**src/rtl/instr_fetch_unit.sv**
```systemverilog
`default_nettype none
// ============================================================================
// Module      : instr_fetch_unit
// Description : Instruction fetch stage. Holds the PC, fetches instruction
//               words over a req/ack memory handshake and hands each word to
//               decode over a valid/ready handshake. PC advances by 4 or
//               redirects to the branch target when decode accepts.
//               Optional feature macro: IFU_ALIGN_CHECK_EN (misaligned branch
//               target halts the unit and raises fault_o until reset).
// Revision    : 1.0 - initial release
// ============================================================================
module instr_fetch_unit #(
  parameter logic [31:0] RESET_PC = 32'h0000_0000
) (
  input  logic        clk_i,
  input  logic        rst_i,
  output logic        imem_req_o,
  output logic [31:0] imem_addr_o,
  input  logic        imem_ack_i,
  input  logic [31:0] imem_rdata_i,
  output logic [31:0] instr_o,
  output logic        instr_valid_o,
  input  logic        instr_ready_i,
  input  logic        branch_i,
  input  logic [31:0] branch_target_i,
  output logic [31:0] pc_o,
  output logic [31:0] pc_plus4_o,
  output logic        fault_o
);

`ifdef IFU_ALIGN_CHECK_EN
  typedef enum logic [1:0] {
    S_IDLE  = 2'd0,
    S_REQ   = 2'd1,
    S_VALID = 2'd2,
    S_HALT  = 2'd3
  } state_t;
`else
  typedef enum logic [1:0] {
    S_IDLE  = 2'd0,
    S_REQ   = 2'd1,
    S_VALID = 2'd2
  } state_t;
`endif

  state_t      r_state;
  logic [31:0] r_pc;
  logic [31:0] r_instr;
  logic        r_valid;
  logic        r_req;

  logic [31:0] w_pc_plus4;
  logic [31:0] w_target;
  logic [31:0] w_next_pc;

`ifdef IFU_ALIGN_CHECK_EN
  logic r_fault;
  logic w_misaligned;

  // Target is taken verbatim; a taken branch with nonzero low bits is a fault.
  assign w_target     = branch_target_i;
  assign w_misaligned = branch_i & (|branch_target_i[1:0]);
  assign fault_o      = r_fault;
`else
  logic w_unused_tgt_lsb;

  // Without alignment checking the low target bits are simply dropped.
  assign w_target         = {branch_target_i[31:2], 2'b00};
  assign w_unused_tgt_lsb = ^branch_target_i[1:0];
  assign fault_o          = 1'b0;
`endif

  // PC arithmetic wraps modulo 2^32 by construction of the 32-bit add.
  assign w_pc_plus4 = r_pc + 32'd4;
  assign w_next_pc  = branch_i ? w_target : w_pc_plus4;

  assign imem_req_o    = r_req;
  assign imem_addr_o   = r_pc;
  assign instr_o       = r_instr;
  assign instr_valid_o = r_valid;
  assign pc_o          = r_pc;
  assign pc_plus4_o    = w_pc_plus4;

  // Fetch FSM: all outputs registered so ack/rdata and ready never reach
  // instr_o or imem_req_o combinationally.
  always_ff @(posedge clk_i) begin
    if (rst_i) begin
      r_state <= S_IDLE;
      r_pc    <= RESET_PC;
      r_instr <= 32'd0;
      r_valid <= 1'b0;
      r_req   <= 1'b0;
`ifdef IFU_ALIGN_CHECK_EN
      r_fault <= 1'b0;
`endif
    end else begin
      case (r_state)
        S_IDLE: begin
          r_req   <= 1'b1;
          r_state <= S_REQ;
        end
        S_REQ: begin
          if (imem_ack_i) begin
            r_instr <= imem_rdata_i;
            r_valid <= 1'b1;
            r_req   <= 1'b0;
            r_state <= S_VALID;
          end
        end
        S_VALID: begin
          if (instr_ready_i) begin
            r_valid <= 1'b0;
`ifdef IFU_ALIGN_CHECK_EN
            if (w_misaligned) begin
              r_pc    <= branch_target_i;
              r_fault <= 1'b1;
              r_req   <= 1'b0;
              r_state <= S_HALT;
            end else begin
              r_pc    <= w_next_pc;
              r_req   <= 1'b1;
              r_state <= S_REQ;
            end
`else
            r_pc    <= w_next_pc;
            r_req   <= 1'b1;
            r_state <= S_REQ;
`endif
          end
        end
`ifdef IFU_ALIGN_CHECK_EN
        S_HALT: begin
          r_req   <= 1'b0;
          r_valid <= 1'b0;
          r_fault <= 1'b1;
        end
`endif
        default: begin
          r_req   <= 1'b0;
          r_valid <= 1'b0;
          r_state <= S_IDLE;
        end
      endcase
    end
  end

endmodule
`default_nettype wire

```
**config.mk**
```make
export PLATFORM = sky130hd
export DESIGN_NAME = instr_fetch_unit
export DESIGN_NICKNAME = d
export VERILOG_FILES = /design/src/rtl/instr_fetch_unit.sv
export SDC_FILE = /design/constraint.sdc
export NUM_CORES = 1
export LEC_CHECK = 0
export ABC_AREA = 1
export CELL_PAD_IN_SITES_DETAIL_PLACEMENT = 0
export CELL_PAD_IN_SITES_GLOBAL_PLACEMENT = 1
export CORE_MARGIN = 3
export CORE_UTILIZATION = 28
export DETAILED_ROUTE_END_ITERATION = 10
export DONT_BUFFER_PORTS = 1
export GPL_ROUTABILITY_DRIVEN = 0
export HOLD_SLACK_MARGIN = 0.06
export MAX_ROUTING_LAYER = met4
export PLACE_DENSITY = 0.66
export SYNTH_ARGS = -nofsm -noshare
export SYNTH_HDL_FRONTEND = slang
export SYNTH_SLANG_ARGS = --single-unit
export TNS_END_PERCENT = 1
```
**constraint.sdc**
```tcl
create_clock -name clk_i -period 1.45 [get_ports clk_i]
set_input_delay 0.29 -clock clk_i [delete_from_list [all_inputs] [get_ports clk_i]]
set_output_delay 0.29 -clock clk_i [all_outputs]
set_load 0.01 [all_outputs]
```
==> qor.yml, run 1 <==
cts-root-buf: "clkbuf_16"
ir_worst_vdd_mv: 0.6854
initial_core_util_pct: 28.77
crit_chain: "ha_4, nand2_4, nor2_4, nand2_4, nor2_4, nand2_1, nand2_1, and2_4"
synth-edff-count: 0
fin_crit_sh_pct: 135.1
io_pins: 200
drc: 0
via_count: 3471
p_leak_nw: 1.958
wl_per_cell_um: 15.52
synth_top_area_share_pct: 35.56
synth_cell_type_count: 25
avgSynthCellArea_sq_um: 6.879
grt_max_degree: 34
dpl-instance-area_sq_um: 4172
grt_pass1_vias: 3532
yosysMostFrequentCell: "nand2_1"
clock_latency_ns: 0.34
numCtsBuffers: 9
fin_ws_ns: -0.5088
ys_warn_count: 0
synth.area.top_cells: "dfxtp_1, nand2_1, nor2_1"
period_minus_slack_ns: 1.959
antenna_cells: 0
coreArea_sq_um: 12720
path_buf_inv: 0
grt-ovfl-total: 0
whs_ns: 0.08880
slowest_stage: "dfxtp_4"
die_area_sq_um: 14480
min_path_type: "input pin to register"
netlist_instances: 532
finish.instance_area_sq_um: 4662
status: "complete, but fails checks"
area_delta_synth_final_pct: 27.38
startpoint_type: "register"
slew_violations: 0
grt_pass1_wl_um: 18170
timing.final.hold_violations: 0
ys_ff_latch: 65
yosysSeqAreaShare_pct: 35.56
arrival_ns: 1.67
slowest_delay_ns: 0.37
io_buffers: 0
synth_largest_area_cell: "dfxtp_1"
track_usage_pct: 16.42
required_ns: 1.16
cp-end-kind: "primary output"
viasPerCell: 4.672
drtIter0Drc: 122
skew_ns: 0.005773
antenna_found_initial: 0
power.density_nw_per_um2: 1003
critical_path_peak_fanout: 5
ant_nets: 0
p_total_w: 0.004677
synth_flop_cell: "dfxtp_1"
die_w_um: 120.3
htreeDepth: 3
clock_path_buffers: 2
drive_above_1_share_pct: 30.12
setup_viol: 47
grt_setup_unrepaired: "true"
drv_cap: 0
tritoncts: "done"
fmax_mhz: 510.5
violations: "setup timing"
async_flop_share_pct: 0
fp.dieH_um: 120.3
dp_hpwl_um: 8581
finish.utilization_pct: 36.64
synth_common_cells: "nand2_1, nor2_1, dfxtp_1"
cts_sinks: 65
nets: 636
synth_area_sq_um: 3660
rows: 41
drt-total-wl_um: 11530
critical_path.top_delay_family: "simple AND/OR/NAND/NOR gates"
cts.clk_slew.worst_paths_ns: 0.06
dr.pass1.iters: 4
path_class: "register to primary output"
metrics by stage:
| stage | setup TNS [ns] | setup slack, ns | instances |
|---|---|---|---|
| global route | -18.32 | -0.6195 | 743 |
| finish | -12.41 | -0.5088 | 743 |
| floorplan | -0.2749 | -0.07527 | 538 |
| global placement | -2.704 | -0.1635 | 722 |
| CTS | -12.79 | -0.5603 | 740 |
| detailed placement | -3.587 | -0.1773 | 722 |
cells by family (layout without fill, tap and decap cells):
family / Yosys count / in the layout / synth area share [%]
AOI/OAI and AO/OA: 124 / 124 / 17.06
xor gates and xnor gates: 15 / 15 / 5.025
adders and majority gates: 1 / 1 / 0.3418
buffers and inverters: 84 / 117 / 12.51
DFF: 65 / 65 / 35.56
other: 1 / 7 / 0.1025
and+or+nand+nor: 242 / 242 / 29.40
worst reg2reg max path, cell delays in order (launching register included):
cell and delay, ns:
dfxtp_4 0.37, ha_4 0.15, nand2_4 0.05, nor2_4 0.13, nand2_4 0.09, buf_4 0.15, nor2_4 0.13, xor2_2 0.23
nand2_1 0.10, a21oi_2 0.13
where the power goes:
| part | internal, W | switching (W) |
|---|---|---|
| combinational | 0.000158 | 0.000263 |
| clock | 0.00137 | 0.000902 |
| sequential | 0.00188 | 0.000104 |
| total | 0.00341 | 0.00127 |
cell usage in the layout (no fill, tap or decap), types with 9 or more instances in the layout:
cell type / count
nand3_1: 9
a21oi_1: 50
dfxtp_2: 10
nand2_1: 94
clkbuf_16: 9
nor2_1: 86
nand2_2: 17
dfxtp_1: 53
a21oi_2: 10
buf_4: 72
o21ai_0: 62
nor2_4: 12
inv_1: 22
layout make-up:
class                           count  area (sq um)
Fill cell                        1386          8060
Multi-Input combinational cell    389          2090
Sequential cell                    65          1321
Timing Repair Buffer               78         641.9
Clock buffer                        9         225.2
Tap cell                          172         215.2
Inverter                           23         86.33
Clock inverter                      7         82.58
path summary, 6_finish.rpt:
kind	start	to	slack, ns	cells past startpoint
worst max-delay path	imem_addr_o[2]$_SDFFE_PP0P_	pc_plus4_o[22]	-0.51	8
worst min-delay path	imem_rdata_i[26]	instr_o[26]$_SDFFE_PP0P_	0.09	2
worst max register to register	imem_addr_o[2]$_SDFFE_PP0P_	imem_addr_o[14]$_SDFFE_PP0P_	-0.14	9
worst min register to register	r_state[1]$_SDFFE_PP0P_	instr_valid_o$_SDFFE_PP0P_	0.51	1
state kept, by name (all words and copies together), names as in the netlist:
signal         cells
instr_o           32
instr_valid_o      1
imem_addr_o       30
r_state            2
layer usage:
layer | vias up | wire length [um] | GRT usage, %
li1 | 1728 | - | -
met1 | 1586 | 4752 | 18.55
met2 | 143 | 5490 | 27.22
met3 | 14 | 1078 | 6.080
met4 | 0 | 206 | 5.099
met5 | - | 0 | -
repair_timing:
action,in CTS,in global routing
hold buffers,1,0
pin swaps,19,14
endpoints found under the setup margin,53,53
gates resized for setup,22,17
hold endpoints to repair,1,0
setup buffers,1,3
Note: power is estimated with default switching activity, not from simulation.
==> inputs of run 2 (changes only) <==
--- a/config.mk
+++ b/config.mk
@@ -6,8 +6,6 @@
 export NUM_CORES = 1
 export LEC_CHECK = 0
 export ABC_AREA = 1
-export CELL_PAD_IN_SITES_DETAIL_PLACEMENT = 0
-export CELL_PAD_IN_SITES_GLOBAL_PLACEMENT = 1
 export CORE_MARGIN = 3
 export CORE_UTILIZATION = 28
 export DETAILED_ROUTE_END_ITERATION = 10
@@ -15,7 +13,8 @@
 export GPL_ROUTABILITY_DRIVEN = 0
 export HOLD_SLACK_MARGIN = 0.06
 export MAX_ROUTING_LAYER = met4
-export PLACE_DENSITY = 0.66
+export PLACE_DENSITY = 0.5
+export SETUP_SLACK_MARGIN = 0.2
 export SYNTH_ARGS = -nofsm -noshare
 export SYNTH_HDL_FRONTEND = slang
 export SYNTH_SLANG_ARGS = --single-unit
==> run 2 against run 1 <==
Compared with the run above:
- the run still ends with setup timing left
- final area grew 3.7%
- total power fell by 3.2%
- die area stayed put
- core utilization increased by 1.3 points
- sequential power barely moved
- worst setup slack is essentially flat
==> qor.yml, run 2 (synthesized netlist as in run 1, its figures left out) <==
drive_above_1_share_pct: 36.06  # was 30.12%
die_area_sq_um: 14480  # unchanged
final_common_cell: "nand2_1"  # unchanged
wl_per_cell_um: 15.71  # was 15.52 um
min_path_type: "input pin to register"  # unchanged
drv_cap: 0  # unchanged
die_w_um: 120.3  # unchanged
htreeDepth: 3  # unchanged
combPwrFrac_pct: 10.2  # was 9.0%
required_ns: 1.16  # about the same
violations: "setup timing"  # unchanged
dr.pass1.iters: 4  # unchanged
io_buffers: 0  # unchanged
drc: 0  # unchanged
grt-ovfl-total: 0  # unchanged
p_sw_share_pct: 26.22  # was 27.13%
p_leak_nw: 1.986  # was 1.958 nW
cts_sinks: 65  # unchanged
grt_pass1_wl_um: 17950  # was 18170 um
io_pins: 200  # unchanged
clock_path_buffers: 2  # unchanged
ant_nets: 0  # unchanged
fmax_mhz: 510.5  # about the same
rows: 41  # unchanged
ir_worst_vdd_mv: 0.4942  # was 0.6854 mV
skew_ns: 0.005783  # was 0.005773 ns
period_minus_slack_ns: 1.959  # about the same
final_cell_mix: "nand2_1, buf_4, o21ai_0, a21oi_1, nor2_1"  # was nand2_1, nor2_1, buf_4, o21ai_0, dfxtp_1
antenna_found_initial: 0  # unchanged
cts.clk_slew.worst_paths_ns: 0.05  # was 0.06 ns
crit_chain: "ha_4, nand2_4, nor2_4, nand2_4, buf_6, nor2_4, xor2_1, buf_4"  # was ha_4, nand2_4, nor2_4, nand2_4, nor2_4, nand2_1, nand2_1, and2_4
setup_viol: 45  # was 47
p_sw_w: 0.001187  # was 0.001269 W
grt_max_degree: 52  # was 34
arrival_ns: 1.67  # about the same
grt_pass1_vias: 3486  # was 3532
timing.final.hold_violations: 0  # unchanged
finalSetupTns_ns: -11.74  # was -12.41 ns
grt_setup_unrepaired: "true"  # unchanged
intPower_w: 0.003340  # was 0.003408 W
initial_core_util_pct: 28.77  # unchanged
cts-root-buf: "clkbuf_16"  # unchanged
p_total_w: 0.004527  # was 0.004677 W
clock_latency_ns: 0.34  # about the same
path_buf_inv: 2  # was 0
fp.dieH_um: 120.3  # unchanged
viasPerCell: 4.745  # was 4.672
seq_area_sq_um: 1326  # was 1321 sq um
n_fill_cell: 1329  # was 1386
startpoint_type: "register"  # unchanged
nets: 640  # was 636
slowest_delay_ns: 0.36  # was 0.37 ns
power.density_nw_per_um2: 936.7  # was 1003 nW/um^2
area_delta_synth_final_pct: 32.07  # was 27.38%
seqPwrFrac_pct: 44.0  # was 42.5%
cp-end-kind: "primary output"  # unchanged
via_count: 3540  # was 3471
critical_path.top_delay_family: "flip-flops"  # was simple AND/OR/NAND/NOR gates
coreArea_sq_um: 12720  # unchanged
antenna_cells: 0  # unchanged
drt-total-wl_um: 11720  # was 11530 um
status: "complete, but fails checks"  # unchanged
dp_hpwl_um: 8585  # was 8581 um
power.share.clock_pct: 45.8  # was 48.5%
tritoncts: "done"  # unchanged
path_class: "register to primary output"  # unchanged
drtIter0Drc: 124  # was 122
fin_crit_sh_pct: 135.1  # about the same
largest_reg_flops: 32  # unchanged
slew_violations: 0  # unchanged
critical_path_peak_fanout: 4  # was 5
track_usage_pct: 16.17  # was 16.42%
numCtsBuffers: 9  # unchanged
fin_ws_ns: -0.5090  # was -0.5088 ns
slowest_stage: "dfxtp_4"  # unchanged
multi_input_area_sq_um: 2218  # was 2090 sq um
==> run 2: layout make-up <==
class                           instances  share of cell area (%)
Multi-Input combinational cell        389                   45.90
Sequential cell                        65                   27.44
Timing Repair Buffer                   82                   14.60
Clock buffer                           12                   5.514
Tap cell                              172                   4.452
Inverter                               23                   1.786
Clock inverter                          3                  0.3106
==> run 2: final timing paths <==
kind                                   to  depth (start not counted)  slack, ns                   startpoint
min reg2reg       r_state[0]$_SDFFE_PP0P_                          1       0.53      r_state[1]$_SDFFE_PP0P_
min               instr_o[9]$_SDFFE_PP0P_                          2       0.06              imem_rdata_i[9]
max                        pc_plus4_o[12]                          8      -0.51  imem_addr_o[2]$_SDFFE_PP0P_
max reg2reg  imem_addr_o[18]$_SDFFE_PP0P_                          9      -0.14  imem_addr_o[2]$_SDFFE_PP0P_
==> run 2: power groups by stage <==
| stage | Clock [W] | Sequential, W | Combinational [W] |
|---|---|---|---|
| after detailed placement | 0 | 0.00202 | 0.000411 |
| after CTS | 0.00212 | 0.00199 | 0.000430 |
| after global placement | 0 | 0.00202 | 0.000395 |
| final | 0.00207 | 0.00199 | 0.000462 |
| after global routing | 0.00220 | 0.00200 | 0.000517 |
| after floorplan | 0 | 0.00203 | 0.000285 |
==> run 2: repair_timing <==
item                       CTS  global route
pin swaps                   17            19
setup buffers                0             5
setup endpoints to repair  106           104
resized for setup           40            59
hold endpoints to repair     1             0
hold buffers                 1             0
==> run 2: through the flow <==
| step | util, % | hold WS [ns] | instance area (sq um) | setup slack [ns] | cells |
|---|---|---|---|---|---|
| after global routing | 37.99 | 0.07485 | 4833 | -0.5689 | 746 |
| after floorplan | - | 0.3591 | 3730 | -0.07527 | 538 |
| final | 37.99 | 0.06449 | 4833 | -0.5090 | 746 |
| after CTS | 36.25 | 0.07611 | 4612 | -0.5251 | 741 |
| after global placement | 32.77 | 0.3599 | 4169 | -0.1595 | 725 |
| after detailed placement | 32.77 | 0.3619 | 4169 | -0.1624 | 725 |
==> run 2: per-layer routing <==
layer  global-route usage [%]  share of wire (%)  wire length [um]
met2                    26.31                 48              5628
met3                    5.893                9.6              1120
met1                    18.16                 41              4754
met4                    6.445                1.8               216
met5                        -                  0                 0
